### src/rtl/crp16_io_bridge_if.sv
// crp16_io_bridge_if: bus bundle between the CRP16 datapath port B, its RAM and the output FIFO consumer
//   cpu_addr/cpu_wdata/cpu_wren  datapath port-B request, cpu_rdata  read data back to the datapath
//   ram_addr/ram_wdata/ram_wren  forwarded RAM port-B request, ram_q  RAM asynchronous read data
//   out_data/out_valid           FIFO head word and non-empty flag, out_ready  consumer accept
//   master: the environment (datapath, RAM, consumer); slave: the bridge
interface crp16_io_bridge_if;
    logic [15:0] cpu_addr;
    logic [15:0] cpu_wdata;
    logic        cpu_wren;
    logic [15:0] cpu_rdata;
    logic [15:0] ram_addr;
    logic [15:0] ram_wdata;
    logic        ram_wren;
    logic [15:0] ram_q;
    logic [15:0] out_data;
    logic        out_valid;
    logic        out_ready;
    modport master (
        output cpu_addr, cpu_wdata, cpu_wren, ram_q, out_ready,
        input  cpu_rdata, ram_addr, ram_wdata, ram_wren, out_data, out_valid
    );
    modport slave (
        input  cpu_addr, cpu_wdata, cpu_wren, ram_q, out_ready,
        output cpu_rdata, ram_addr, ram_wdata, ram_wren, out_data, out_valid
    );
endinterface

### src/rtl/crp16_io_bridge.sv
// crp16_io_bridge: splits datapath port B between RAM and a page of I/O registers (LED, switches, output FIFO, timer)
//   clock    system clock, rising edge
//   resetn   asynchronous active-low reset
//   bus      crp16_io_bridge_if.slave: CPU port, RAM port and FIFO output stream
//   sw_in    raw asynchronous switch inputs
//   led_out  LED register contents
// I/O register map (high address byte == IO_PAGE, low byte):
//   0 LED  1 SW  2 FIFO_DATA  3 FIFO_STAT  4 TIMER  5 TIMER_CMP  6 TIMER_FLAG  others read 0
module crp16_io_bridge #(
    parameter int         FIFO_DEPTH = 8,
    parameter logic [7:0] IO_PAGE    = 8'hFF
) (
    input  logic                clock,
    input  logic                resetn,
    crp16_io_bridge_if.slave    bus,
    input  logic [15:0]         sw_in,
    output logic [15:0]         led_out
);
    localparam int AW = (FIFO_DEPTH > 1) ? $clog2(FIFO_DEPTH) : 1;

    logic          hit;
    logic [7:0]    reg_off;
    logic          io_wr;
    logic          wr_led, wr_fifo, wr_stat, wr_timer, wr_cmp, wr_flag;
    logic [15:0]   led;
    logic [15:0]   sw_meta, sw_sync;
    logic [15:0]   timer, timer_cmp;
    logic          match;
    logic          overflow;
    logic [AW-1:0] rd_ptr, wr_ptr;
    logic [4:0]    count;
    logic [15:0]   mem [FIFO_DEPTH];
    logic          full, empty, pop, accept;
    logic [15:0]   io_rdata;

    // Decoding uses the whole low byte so offsets with cpu_addr[7:4] != 0 never match a register.
    assign hit      = bus.cpu_addr[15:8] == IO_PAGE;
    assign reg_off  = bus.cpu_addr[7:0];
    assign io_wr    = bus.cpu_wren & hit;
    assign wr_led   = io_wr && reg_off == 8'h00;
    assign wr_fifo  = io_wr && reg_off == 8'h02;
    assign wr_stat  = io_wr && reg_off == 8'h03;
    assign wr_timer = io_wr && reg_off == 8'h04;
    assign wr_cmp   = io_wr && reg_off == 8'h05;
    assign wr_flag  = io_wr && reg_off == 8'h06;

    assign bus.ram_addr  = bus.cpu_addr;
    assign bus.ram_wdata = bus.cpu_wdata;
    assign bus.ram_wren  = bus.cpu_wren & ~hit;

    assign full   = count == 5'(FIFO_DEPTH);
    assign empty  = count == 5'd0;
    assign pop    = ~empty & bus.out_ready;
    // A push at full is still taken when the head leaves in the same cycle.
    assign accept = wr_fifo & (~full | pop);

    assign bus.out_valid = ~empty;
    assign bus.out_data  = mem[rd_ptr];
    assign led_out       = led;

    always_comb begin
        io_rdata = 16'h0000;
        case (reg_off)
            8'h00:   io_rdata = led;
            8'h01:   io_rdata = sw_sync;
            8'h03:   io_rdata = {8'h00, count, overflow, empty, full};
            8'h04:   io_rdata = timer;
            8'h05:   io_rdata = timer_cmp;
            8'h06:   io_rdata = {15'h0000, match};
            default: io_rdata = 16'h0000;
        endcase
    end

    assign bus.cpu_rdata = hit ? io_rdata : bus.ram_q;

    always_ff @(posedge clock or negedge resetn) begin
        if (!resetn) begin
            led       <= 16'h0000;
            sw_meta   <= 16'h0000;
            sw_sync   <= 16'h0000;
            timer     <= 16'h0000;
            timer_cmp <= 16'h0000;
            match     <= 1'b0;
            overflow  <= 1'b0;
            rd_ptr    <= '0;
            wr_ptr    <= '0;
            count     <= 5'd0;
        end else begin
            if (wr_led)
                led <= bus.cpu_wdata;
            sw_meta <= sw_in;
            sw_sync <= sw_meta;
            timer   <= wr_timer ? bus.cpu_wdata : timer + 16'd1;
            if (wr_cmp)
                timer_cmp <= bus.cpu_wdata;
            // A compare hit outranks a clear written in the same cycle.
            match    <= (timer == timer_cmp) | (match & ~(wr_flag & bus.cpu_wdata[0]));
            overflow <= (wr_fifo & full & ~pop) | (overflow & ~wr_stat);
            if (accept)
                wr_ptr <= wr_ptr + AW'(1);
            if (pop)
                rd_ptr <= rd_ptr + AW'(1);
            count <= count + 5'(accept) - 5'(pop);
        end
    end

    // Storage is not reset; a held reset blocks writes so nothing lands behind a cleared pointer.
    always_ff @(posedge clock) begin
        if (accept && resetn)
            mem[wr_ptr] <= bus.cpu_wdata;
    end
endmodule

### src/flat_wrapper.sv
// flat-port wrapper written by rule: the top's interface ports become plain ports
module crp16_io_bridge_flat 
#(
    parameter int         FIFO_DEPTH = 8,
    parameter logic [7:0] IO_PAGE    = 8'hFF
)
  (clock, resetn, sw_in, led_out, bus_cpu_addr, bus_cpu_wdata, bus_cpu_wren, bus_ram_q, bus_out_ready, bus_cpu_rdata, bus_ram_addr, bus_ram_wdata, bus_ram_wren, bus_out_data, bus_out_valid);
  crp16_io_bridge_if bus_i ();
  input  logic clock;
  input  logic resetn;
  input  logic [15:0] sw_in;
  output logic [15:0] led_out;
  input wire logic [$bits(bus_i.cpu_addr)-1:0] bus_cpu_addr;
  input wire logic [$bits(bus_i.cpu_wdata)-1:0] bus_cpu_wdata;
  input wire logic [$bits(bus_i.cpu_wren)-1:0] bus_cpu_wren;
  input wire logic [$bits(bus_i.ram_q)-1:0] bus_ram_q;
  input wire logic [$bits(bus_i.out_ready)-1:0] bus_out_ready;
  output wire logic [$bits(bus_i.cpu_rdata)-1:0] bus_cpu_rdata;
  output wire logic [$bits(bus_i.ram_addr)-1:0] bus_ram_addr;
  output wire logic [$bits(bus_i.ram_wdata)-1:0] bus_ram_wdata;
  output wire logic [$bits(bus_i.ram_wren)-1:0] bus_ram_wren;
  output wire logic [$bits(bus_i.out_data)-1:0] bus_out_data;
  output wire logic [$bits(bus_i.out_valid)-1:0] bus_out_valid;
  assign bus_i.cpu_addr = bus_cpu_addr;
  assign bus_i.cpu_wdata = bus_cpu_wdata;
  assign bus_i.cpu_wren = bus_cpu_wren;
  assign bus_i.ram_q = bus_ram_q;
  assign bus_i.out_ready = bus_out_ready;
  assign bus_cpu_rdata = bus_i.cpu_rdata;
  assign bus_ram_addr = bus_i.ram_addr;
  assign bus_ram_wdata = bus_i.ram_wdata;
  assign bus_ram_wren = bus_i.ram_wren;
  assign bus_out_data = bus_i.out_data;
  assign bus_out_valid = bus_i.out_valid;
  crp16_io_bridge #(.FIFO_DEPTH(FIFO_DEPTH), .IO_PAGE(IO_PAGE)) u_core (.clock(clock), .resetn(resetn), .bus(bus_i), .sw_in(sw_in), .led_out(led_out));
endmodule
### config.mk
export PLATFORM = sky130hd
export DESIGN_NAME = crp16_io_bridge_flat
export DESIGN_NICKNAME = d
export VERILOG_FILES = /design/src/rtl/crp16_io_bridge_if.sv /design/src/rtl/crp16_io_bridge.sv /design/src/flat_wrapper.sv
export SDC_FILE = /design/constraint.sdc
export NUM_CORES = 1
export LEC_CHECK = 0
export BUFFER_PORTS_ARGS = -buffer_cell sky130_fd_sc_hd__clkbuf_2
export CAP_MARGIN = 20
export CORE_UTILIZATION = 28
export CTS_CLUSTER_SIZE = 16
export DETAILED_ROUTE_END_ITERATION = 8
export PLACE_DENSITY = 0.48
export SYNTH_ARGS = -nofsm -noshare
export SYNTH_HDL_FRONTEND = slang
export SYNTH_SLANG_ARGS = --single-unit
export TNS_END_PERCENT = 50
### constraint.sdc
create_clock -name clock -period 4.1 [get_ports clock]
set_clock_uncertainty 0.1 [all_clocks]
set_input_delay 0.615 -clock clock [delete_from_list [all_inputs] [get_ports clock]]
set_output_delay 0.615 -clock clock [all_outputs]
set_load 0.02 [all_outputs]
==> results.json, run 1 <==
{
  "critical_path_peak_fanout": 4,
  "r2r_end": "u_core.count[4]$_DFF_PN0_",
  "worst-endpoint-arrival_ps": 2600,
  "mostFrequentLayoutCell": "sky130_fd_sc_hd__clkbuf_2",
  "endpoint_class_of_the_critical_path": "primary output",
  "antenna_found_initial": 0,
  "mostFrequentLayoutCells": "sky130_fd_sc_hd__clkbuf_2, sky130_fd_sc_hd__edfxtp_1, sky130_fd_sc_hd__dfrtp_1, sky130_fd_sc_hd__mux2_2, sky130_fd_sc_hd__mux4_2",
  "setup.worst_path.start": "u_core.count[2]$_DFF_PN0_",
  "synth_cell_types": 46,
  "drive_above_1_share_pct": 43.31,
  "cts-buffers-inserted": 24,
  "min_delay_worst_endpoint": "u_core.sw_meta[9]$_DFF_PN0_",
  "r2r_slack_ps": 960,
  "syn_nets": 693,
  "core_area_um2": 33870,
  "cp.required_ps": 3380,
  "crit_path_max_incr_delay_ps": 700,
  "multi_input_area_um2": 3149,
  "clock_path_buffers": 3,
  "setup_repair_after_global_routing_missed_its_margin": "false",
  "ys_seq_area_share_pct": 63.34,
  "clk_transition_reported_paths_ps": 60,
  "synth_top_cell_by_area": "sky130_fd_sc_hd__edfxtp_1",
  "clock_tree.htree_level_count": 1,
  "status": "finished, final reports clean",
  "num_antenna_cells": 0,
  "clk_root_buffer_cell": "sky130_fd_sc_hd__clkbuf_16",
  "yosysTopAreaCellShare_pct": 39.46,
  "finalNetCount": 826,
  "synth_edf_count": 128,
  "timing.setup.critical_path_class": "reg -> out",
  "drt.antenna.violating_nets": 0,
  "ioPinCount": 150,
  "drt_iter0_markers": 329,
  "placement.io_buffers": 149,
  "fill_cells": 3320,
  "synthesis.yosys.warnings": 0,
  "postSynthRegisterBits": 221,
  "dieWidth_um": 188.5,
  "reg2reg_from": "u_core.count[2]$_DFF_PN0_",
  "timing_max_transition_violations_final": 0,
  "regArea_um2": 6173,
  "setup_total_negative_slack_ps": 0,
  "detail_route.wl_per_cell_um": 19.68,
  "clock_sink_count": 221,
  "cp_num_buf_inv": 2,
  "post-route-min-period_ps": 3314,
  "total_switching_power_w": 0.001736,
  "power_density_nw_per_um2": 515.5,
  "timing_worst_slew_pin_value_ps": 980.5,
  "max-cap-violations": 0,
  "floorplan.die.height_um": 188.5,
  "finish.instance_area_um2": 11640,
  "path_cells": "inv_1, ha_1, or4b_2, mux2i_1, a221oi_1, o21ai_0, clkbuf_2",
  "power.share.combinational_pct": 22.3,
  "synthesis.area_per_instance_um2": 15.87,
  "yosys_most_used_dff": "sky130_fd_sc_hd__edfxtp_1",
  "grt_util_all_layers_pct": 13.69,
  "clock_power_share_pct": 33.2,
  "route.final.wire_length_um": 23820,
  "crit_slowest_cell": "sky130_fd_sc_hd__or4b_2",
  "cp.depth": 7,
  "grt_pass1_wl_um": 36650,
  "hold_violations": 0,
  "hold_path_startpoint": "sw_in[9]",
  "overflow": 0,
  "detail_route.vias_per_cell": 4.569,
  "grt_pass1_vias": 5811,
  "setup_viol": 0,
  "rows": 67,
  "ir_drop_mv": 0.2842,
  "whs_ps": 100.7,
  "max_freq_mhz": 301.7,
  "detailedPlacementHpwl_um": 16320,
  "die_area_um2": 35540,
  "length_in_cells_of_the_worst_reg_to_reg_path": 14,
  "syn_inst": 614,
  "startpoint_type": "flip-flop",
  "intPower_w": 0.004263,
  "worst_path_dominant_cell_family": "simple AND/OR/NAND/NOR gates",
  "route.vias.total": 5528,
  "path_class_of_the_lowest_slack_min_delay_path": "in -> reg",
  "clk_latency_ps": 520,
  "dpl_cell_area_um2": 10900,
  "fin_crit_sh_pct": 80.84,
  "netSwitchingFraction_pct": 28.94,
  "syn_to_layout_area_delta_pct": 19.46,
  "power.total_w": 0.005999,
  "power.sequential.fraction_pct": 44.6,
  "tritoncts_clock_tree": "built",
  "grt_max_degree": 59,
  "cellLeakagePower_nw": 4.763,
  "finalWeightedCongestion": 0.7362,
  "hold_depth": 1,
  "slew_headroom_pct": 34.64,
  "drcViolationCount": 0,
  "ys_async_sr_fraction_pct": 42.08,
  "number_of_detailed_route_iterations_in_the_first_pass": 4,
  "synth_area_leaders": "sky130_fd_sc_hd__edfxtp_1, sky130_fd_sc_hd__dfrtp_1, sky130_fd_sc_hd__mux4_2",
  "mappedNetlistArea_um2": 9742,
  "start_util_pct": 28.76
}
## worst max path at each step
stage / to / slack [ps]
finish: bus_cpu_rdata[1] / 790
global route: bus_cpu_rdata[1] / 640
global placement: u_core.count[4]$_DFF_PN0_ / 860
floorplan: u_core.mem[4][0]$_DFFE_PP_ / -330
detailed placement: u_core.count[4]$_DFF_PN0_ / 830
CTS: bus_cpu_rdata[1] / 730
## layout make-up
type | count | area share, %
repair buffers | 173 | 8.214
well taps | 448 | 4.817
multi-input cells | 307 | 27.06
clock buffers | 31 | 5.731
inverters | 20 | 0.6451
clock inverters | 10 | 0.4838
flip-flops and latches | 221 | 53.05
## Yosys cell counts (all sizes together), types with 2 or more instances
| cell type | number |
|---|---|
| nor2 | 6 |
| nor4 | 11 |
| edfxtp | 128 |
| ha | 10 |
| a22o | 3 |
| or3 | 2 |
| a41oi | 2 |
| nand2 | 24 |
| nand2b | 10 |
| nor2b | 2 |
| a21oi | 9 |
| nand3b | 2 |
| mux2 | 66 |
| xor2 | 20 |
| mux4 | 41 |
| a31oi | 2 |
| buf | 48 |
| xnor2 | 19 |
| nand3 | 9 |
| inv | 20 |
| or4 | 2 |
| dfrtp | 93 |
| o21ai | 16 |
| nor3 | 10 |
| or2 | 2 |
| mux2i | 13 |
| clkbuf | 18 |
| nand4 | 10 |
| o22ai | 5 |
## routing by layer
metal	track usage [%]	vias to the layer above	share of wire (%)	routed length, um
li1	-	2546	-	-
met3	1.993	30	3.5	830
met1	19.38	2807	48	11350
met5	0	-	0	0
met4	3.319	0	1.9	456
met2	22.03	145	47	11180
## power groups by stage
| stage | combinational (W) | clock [W] | sequential (W) |
|---|---|---|---|
| finish | 0.00134 | 0.00199 | 0.00267 |
| global route | 0.00147 | 0.00213 | 0.00270 |
| CTS | 0.00137 | 0.00205 | 0.00268 |
| detailed placement | 0.00136 | 0 | 0.00273 |
| global placement | 0.00137 | 0 | 0.00273 |
| floorplan | 0.00111 | 0 | 0.00252 |
## cell families (layout without fill, tap and decap cells)
group           after synthesis  count (layout)  synth area share, %
compound gates               42              42                2.620
buf+inv                      86             234                4.855
flops                       221             221                63.34
simple gates                 95              95                5.356
xor+xnor                     39              39                3.506
fa+ha+maj                    11              11                1.490
mux                         120             120                18.83
## through the flow
step / instances / util (%) / setup slack [ps]
finish: 1210 / 34.36 / 785.6
CTS: 1210 / 34.36 / 726.8
detailed placement: 1168 / 32.20 / 833.1
global route: 1210 / 34.36 / 635.4
global placement: 1168 / 32.20 / 856.4
floorplan: 614 / - / -331.4
## registers in the layout, indices dropped and copies added, names as in the netlist
signal and count:
u_core.overflow 1, u_core.wr_ptr 3, u_core.sw_meta 16, u_core.timer_cmp 16, u_core.rd_ptr 3, u_core.led_out 16
u_core.count 5, u_core.timer 16, u_core.sw_sync 16, u_core.mem 128, u_core.match 1
## timing repair
item / in CTS / in global routing
gates resized for setup: 0 / 0
hold endpoints to repair: 1 / 0
hold buffers: 1 / 0
setup buffers: 0 / 0
(Power assumes the default switching activity.)
==> run 2: changes to the inputs <==
--- a/config.mk
+++ b/config.mk
@@ -10,7 +10,7 @@
 export CORE_UTILIZATION = 28
 export CTS_CLUSTER_SIZE = 16
 export DETAILED_ROUTE_END_ITERATION = 8
-export PLACE_DENSITY = 0.48
+export PLACE_DENSITY = 0.5
 export SYNTH_ARGS = -nofsm -noshare
 export SYNTH_HDL_FRONTEND = slang
 export SYNTH_SLANG_ARGS = --single-unit
==> constraint.sdc (replaced) <==
create_clock -name clock -period 2.8 [get_ports clock]
set_clock_uncertainty 0.1 [all_clocks]
set_input_delay 0.42 -clock clock [delete_from_list [all_inputs] [get_ports clock]]
set_output_delay 0.42 -clock clock [all_outputs]
set_load 0.02 [all_outputs]
==> results.json, run 2 (same netlist as run 1, synthesis figures left out) <==
{
  "status": "finished, violations left",
  "failing_checks": "negative setup slack",
  "postLayoutSetupSlackWorst_ps": -45.86,
  "clock_tree.htree_level_count": 1,
  "timing_worst_slew_pin_value_ps": 946.6,
  "mostFrequentLayoutCell": "sky130_fd_sc_hd__clkbuf_2",
  "antenna_found_initial": 0,
  "reg2reg_from": "u_core.count[3]$_DFF_PN0_",
  "tritoncts_clock_tree": "built",
  "start_util_pct": 28.76,
  "intPower_w": 0.006645,
  "crit_path_max_incr_delay_ps": 460,
  "detail_route.vias_per_cell": 4.522,
  "max-cap-violations": 0,
  "mostFrequentLayoutCells": "sky130_fd_sc_hd__clkbuf_2, sky130_fd_sc_hd__edfxtp_1, sky130_fd_sc_hd__dfrtp_1, sky130_fd_sc_hd__mux2_2, sky130_fd_sc_hd__mux4_2",
  "post-route-min-period_ps": 2846,
  "die_area_um2": 35540,
  "rows": 67,
  "cts-buffers-inserted": 24,
  "power_density_nw_per_um2": 750.3,
  "critical_path_peak_fanout": 2,
  "final_core_util_pct": 36.38,
  "fill_cells": 3297,
  "ir_drop_mv": 0.4006,
  "slew_headroom_pct": 36.90,
  "placement.io_buffers": 149,
  "clk_root_buffer_cell": "sky130_fd_sc_hd__clkbuf_16",
  "clock_path_buffers": 3,
  "drcViolationCount": 0,
  "path_cells": "inv_2, ha_4, or4b_4, buf_6, mux2i_1, a221oi_1, o21ai_1, buf_4",
  "detailedPlacementHpwl_um": 16150,
  "setup.worst_path.start": "u_core.count[3]$_DFF_PN0_",
  "clk_transition_reported_paths_ps": 60,
  "drive_above_1_share_pct": 45.08,
  "min_delay_worst_endpoint": "u_core.rd_ptr[2]$_DFFE_PN0P_",
  "largest_register_ff_count": 128,
  "hold_depth": 3,
  "length_in_cells_of_the_worst_reg_to_reg_path": 14,
  "drt_iter0_markers": 242,
  "core_area_um2": 33870,
  "grt_max_degree": 73,
  "cp.required_ps": 2280,
  "grt_util_all_layers_pct": 13.85,
  "startpoint_type": "flip-flop",
  "placement.setup.worst_slack_ps": -135.7,
  "cp_num_buf_inv": 3,
  "setup_viol": 1,
  "setup_repair_after_global_routing_missed_its_margin": "true",
  "power.sequential.fraction_pct": 40.1,
  "hold_path_startpoint": "bus_out_ready",
  "crit_slowest_cell": "sky130_fd_sc_hd__or4b_4",
  "r2r_slack_ps": 110,
  "worst-endpoint-arrival_ps": 2330,
  "dieWidth_um": 188.5,
  "worst_path_dominant_cell_family": "simple AND/OR/NAND/NOR gates",
  "grt_pass1_wl_um": 37040,
  "ioPinCount": 150,
  "netSwitchingFraction_pct": 28.13,
  "clock_sink_count": 221,
  "r2r_end": "u_core.count[4]$_DFF_PN0_",
  "power.share.combinational_pct": 26.1,
  "finish.instance_area_um2": 12320,
  "endpoint_class_of_the_critical_path": "primary output",
  "timing_max_transition_violations_final": 0,
  "grt_pass1_vias": 5825,
  "clk_latency_ps": 520,
  "finalNetCount": 865,
  "floorplan.die.height_um": 188.5,
  "detail_route.wl_per_cell_um": 19.21,
  "timing.setup.critical_path_class": "reg -> out",
  "total_switching_power_w": 0.002601,
  "route.final.wire_length_um": 24050,
  "syn_to_layout_area_delta_pct": 26.48,
  "hold_violations": 0,
  "overflow": 0,
  "max_freq_mhz": 351.4,
  "clock_power_share_pct": 33.9,
  "route.vias.total": 5662,
  "drt.antenna.violating_nets": 0,
  "path_class_of_the_lowest_slack_min_delay_path": "in -> reg",
  "regMostFlops": "u_core.mem",
  "dpl_cell_area_um2": 11280,
  "number_of_detailed_route_iterations_in_the_first_pass": 4,
  "fin_crit_sh_pct": 101.6,
  "finalWeightedCongestion": 0.7334,
  "cellLeakagePower_nw": 5.048
}
## run 2: how the worst max path moves through the flow
stage,cells after the start,to
after floorplan,12,u_core.count[4]$_DFF_PN0_
after global placement,8,bus_cpu_rdata[0]
after detailed placement,8,bus_cpu_rdata[0]
after CTS,8,bus_cpu_rdata[1]
after global routing,8,bus_cpu_rdata[1]
final,8,bus_cpu_rdata[1]
## run 2: power by group through the flow
stage                     clock, W  sequential (W)  combinational, W
final                      0.00313         0.00371           0.00241
after global routing       0.00334         0.00372           0.00263
after CTS                  0.00322         0.00371           0.00247
after detailed placement         0         0.00378           0.00236
after global placement           0         0.00378           0.00236
after floorplan                  0         0.00369           0.00164
## run 2: what timing repair did
action,CTS,global route
gates cloned,0,0
resized for setup,10,5
buffers inserted,4,3
hold buffers,17,0
pin swaps,5,5
setup endpoints to repair,16,5
hold endpoints to repair,37,0
## run 2: layer usage
layer  track usage [%]  vias up  part of all wire (%)
met5                 0        -                     0
met4             2.326        0                   1.3
met3             2.142       22                   3.3
met2             22.78      125                    48
met1             19.52     2880                    47
li1                  -     2635                     -
## run 2: worst register-to-register path: stages (launching register included)
cell,delay (ps)
sky130_fd_sc_hd__dfrtp_1,390
sky130_fd_sc_hd__inv_2,90
sky130_fd_sc_hd__ha_4,130
sky130_fd_sc_hd__or4b_4,460
sky130_fd_sc_hd__nand2_1,110
sky130_fd_sc_hd__inv_1,50
sky130_fd_sc_hd__ha_1,280
sky130_fd_sc_hd__inv_1,90
sky130_fd_sc_hd__ha_4,140
sky130_fd_sc_hd__inv_2,30
sky130_fd_sc_hd__fa_2,350
sky130_fd_sc_hd__inv_1,60
sky130_fd_sc_hd__a21oi_1,60
sky130_fd_sc_hd__o21bai_1,150
sky130_fd_sc_hd__xnor2_1,130
## run 2: through the flow
| step | setup TNS, ps | instances | hold WS (ps) | power, W |
|---|---|---|---|---|
| after floorplan | -5432 | 614 | 24.41 | 0.005335 |
| after global placement | -112.4 | 1184 | 233.2 | 0.006140 |
| after detailed placement | -199.7 | 1184 | 234.7 | 0.006139 |
| after CTS | -65.38 | 1248 | 104.3 | 0.009394 |
| after global routing | -194.1 | 1251 | 139.5 | 0.009700 |
| final | -45.86 | 1252 | 113.5 | 0.009245 |
## run 2: layout make-up
cell class / count / area [um2] / area share (%)
clock buffer: 28 / 625.6 / 5.077
timing repair buffer: 212 / 1458 / 11.83
inverter: 20 / 77.57 / 0.6296
tap: 448 / 560.5 / 4.549
sequential: 221 / 6175 / 50.11
clock inverter: 15 / 152.6 / 1.239
antenna: 1 / 2.502 / 0.02031
multi-input combinational: 307 / 3271 / 26.54
==> run 3: changes to the inputs <==
--- a/config.mk
+++ b/config.mk
@@ -7,6 +7,7 @@
 export LEC_CHECK = 0
 export BUFFER_PORTS_ARGS = -buffer_cell sky130_fd_sc_hd__clkbuf_2
 export CAP_MARGIN = 20
+export CORE_MARGIN = 5
 export CORE_UTILIZATION = 28
 export CTS_CLUSTER_SIZE = 16
 export DETAILED_ROUTE_END_ITERATION = 8
==> constraint.sdc (replaced) <==
create_clock -name clock -period 2.53 [get_ports clock]
set_clock_uncertainty 0.1 [all_clocks]
set_input_delay 0.3795 -clock clock [delete_from_list [all_inputs] [get_ports clock]]
set_output_delay 0.3795 -clock clock [all_outputs]
set_load 0.02 [all_outputs]
==> results.json, run 3 (same netlist as run 1, synthesis figures left out) <==
{
  "status": "finished, violations left",
  "failing_checks": "negative setup slack",
  "placement.io_buffers": 149,
  "drt_iter0_markers": 167,
  "fill_cells": 3271,
  "clk_transition_reported_paths_ps": 60,
  "grt_pass1_vias": 6204,
  "route.top_layer_used": "met4",
  "dieWidth_um": 196.5,
  "critical_path_peak_fanout": 2,
  "route.final.wire_length_um": 25760,
  "slew_headroom_pct": 64.20,
  "detailedPlacementHpwl_um": 17160,
  "met2WireLength_um": 12540,
  "timing.setup.critical_path_class": "reg -> out",
  "regArea_um2": 6175,
  "cellLeakagePower_nw": 5.256,
  "detail_route.wl_per_cell_um": 20.24,
  "hold_violations": 0,
  "detail_route.vias_per_cell": 4.585,
  "routed-wl-met3_um": 1000,
  "number_of_detailed_route_iterations_in_the_first_pass": 4,
  "drive_above_1_share_pct": 48.04,
  "setup_viol": 23,
  "clock_sink_count": 221,
  "clock_path_buffers": 3,
  "largest_register_ff_count": 128,
  "clk_latency_ps": 520,
  "cts-buffers-inserted": 25,
  "route.vias.total": 5837,
  "ir_drop_mv": 0.6150,
  "syn_to_layout_area_delta_pct": 30.95,
  "num_antenna_cells": 0,
  "path_class_of_the_lowest_slack_min_delay_path": "in -> reg",
  "grt_pass1_wl_um": 38930,
  "finalWeightedCongestion": 0.7936,
  "clock_tree.htree_level_count": 1,
  "rows": 68,
  "floorplan.die.height_um": 196.5,
  "grt_util_all_layers_pct": 13.09,
  "multi_input_area_um2": 3418,
  "post-route-min-period_ps": 2742,
  "die_area_um2": 38620,
  "startpoint_type": "flip-flop",
  "clk_root_buffer_cell": "sky130_fd_sc_hd__clkbuf_16",
  "power.total_w": 0.01085,
  "power_density_nw_per_um2": 850.2,
  "postLayoutSetupSlackWorst_ps": -211.6,
  "timing_max_transition_violations_final": 0,
  "endpoint_class_of_the_critical_path": "primary output",
  "antenna_found_initial": 0,
  "drt.antenna.violating_nets": 0,
  "ioPinCount": 150,
  "grt_max_degree": 93,
  "max-cap-violations": 0,
  "start_util_pct": 28.27,
  "stdcell_count": 1273,
  "whs_ps": 101.0,
  "mostFrequentLayoutCells": "sky130_fd_sc_hd__edfxtp_1, sky130_fd_sc_hd__clkbuf_2, sky130_fd_sc_hd__dfrtp_1, sky130_fd_sc_hd__buf_4, sky130_fd_sc_hd__mux2_2",
  "placed_cells_incl_taps": 1196,
  "drcViolationCount": 0,
  "wl_met1_um": 11540,
  "fin_crit_sh_pct": 108.4,
  "placement.setup.worst_slack_ps": -281.3,
  "max_freq_mhz": 364.7,
  "regMostFlops": "u_core.mem",
  "setup_repair_after_global_routing_missed_its_margin": "true",
  "mostFrequentLayoutCell": "sky130_fd_sc_hd__edfxtp_1",
  "tritoncts_clock_tree": "built",
  "overflow": 0,
  "finalNetCount": 880,
  "timing_worst_slew_pin_value_ps": 537.1,
  "worst-endpoint-arrival_ps": 2260,
  "cp.required_ps": 2050,
  "core_area_um2": 34460
}
-- run 3: cell types whose count changed in the layout (fill, tap and decap cells not counted), sizes merged --
| cell | change |
|---|---|
| clkbuf | -19 |
| buf | +41 |
| clkinv | -7 |
| clkinvlp | +1 |
| inv | +1 |
| bufinv | -2 |
| diode | -1 |
-- run 3: repair_timing --
action                                  in CTS  in global routing
gates cloned                                 0                  2
setup buffers                                4                 12
hold buffers                                17                  0
endpoints found under the setup margin      35                 37
hold endpoints to repair                   109                  0
pin swaps                                    6                  9
resized for setup                           39                 94
-- run 3: worst paths after layout --
| kind | startpoint | endpoint | slack, ps | cells past startpoint |
|---|---|---|---|---|
| max reg2reg | u_core.count[2]$_DFF_PN0_ | u_core.count[4]$_DFF_PN0_ | -170 | 15 |
| max | u_core.count[2]$_DFF_PN0_ | bus_cpu_rdata[1] | -210 | 8 |
| min reg2reg | u_core.sw_meta[5]$_DFF_PN0_ | u_core.sw_sync[5]$_DFF_PN0_ | 240 | 0 |
| max in group asynchronous | resetn | u_core.sw_sync[12]$_DFF_PN0_ | 1470 | 3 |
| min in group asynchronous | resetn | u_core.wr_ptr[0]$_DFFE_PN0N_ | 120 | 2 |
| min | bus_out_ready | u_core.rd_ptr[2]$_DFFE_PN0P_ | 100 | 3 |
-- run 3: power breakdown --
group | switching, W | internal (W) | total (W)
sequential | 0.000153 | 0.00396 | 0.00411
clock | 0.00140 | 0.00200 | 0.00341
combinational | 0.00152 | 0.00181 | 0.00333
-- run 3: routing by layer --
metal | GRT usage, % | up-vias
met3 | 2.068 | 39
li1 | - | 2653
met2 | 21.80 | 150
met1 | 17.95 | 2995
met5 | 0 | -
met4 | 3.439 | 0
-- run 3: cell type report --
cell class	instances	area share, %
multi-input combinational	307	26.79
inverter	20	0.6081
sequential	221	48.40
tap	455	4.463
clock inverter	8	0.5198
clock buffer	36	5.463
timing repair buffer	226	13.75
-- run 3: stage by stage --
stage                     setup TNS [ps]  util [%]  cell area, um2
after global placement            -23940     32.91           11340
after CTS                          -3744     36.07           12430
after global routing               -5021     37.02           12760
after detailed placement          -27050     32.91           11340
final                              -2901     37.02           12760
after floorplan                   -31630         -            9898
-- run 3: critical path, cell delays in order, from the launching register on --
cell                       delay [ps]
sky130_fd_sc_hd__dfrtp_1          390
sky130_fd_sc_hd__inv_2             80
sky130_fd_sc_hd__ha_4             130
sky130_fd_sc_hd__or4b_4           460
sky130_fd_sc_hd__buf_6            140
sky130_fd_sc_hd__mux2i_2          150
sky130_fd_sc_hd__a221oi_2          80
sky130_fd_sc_hd__o21ai_1          160
sky130_fd_sc_hd__buf_4            160
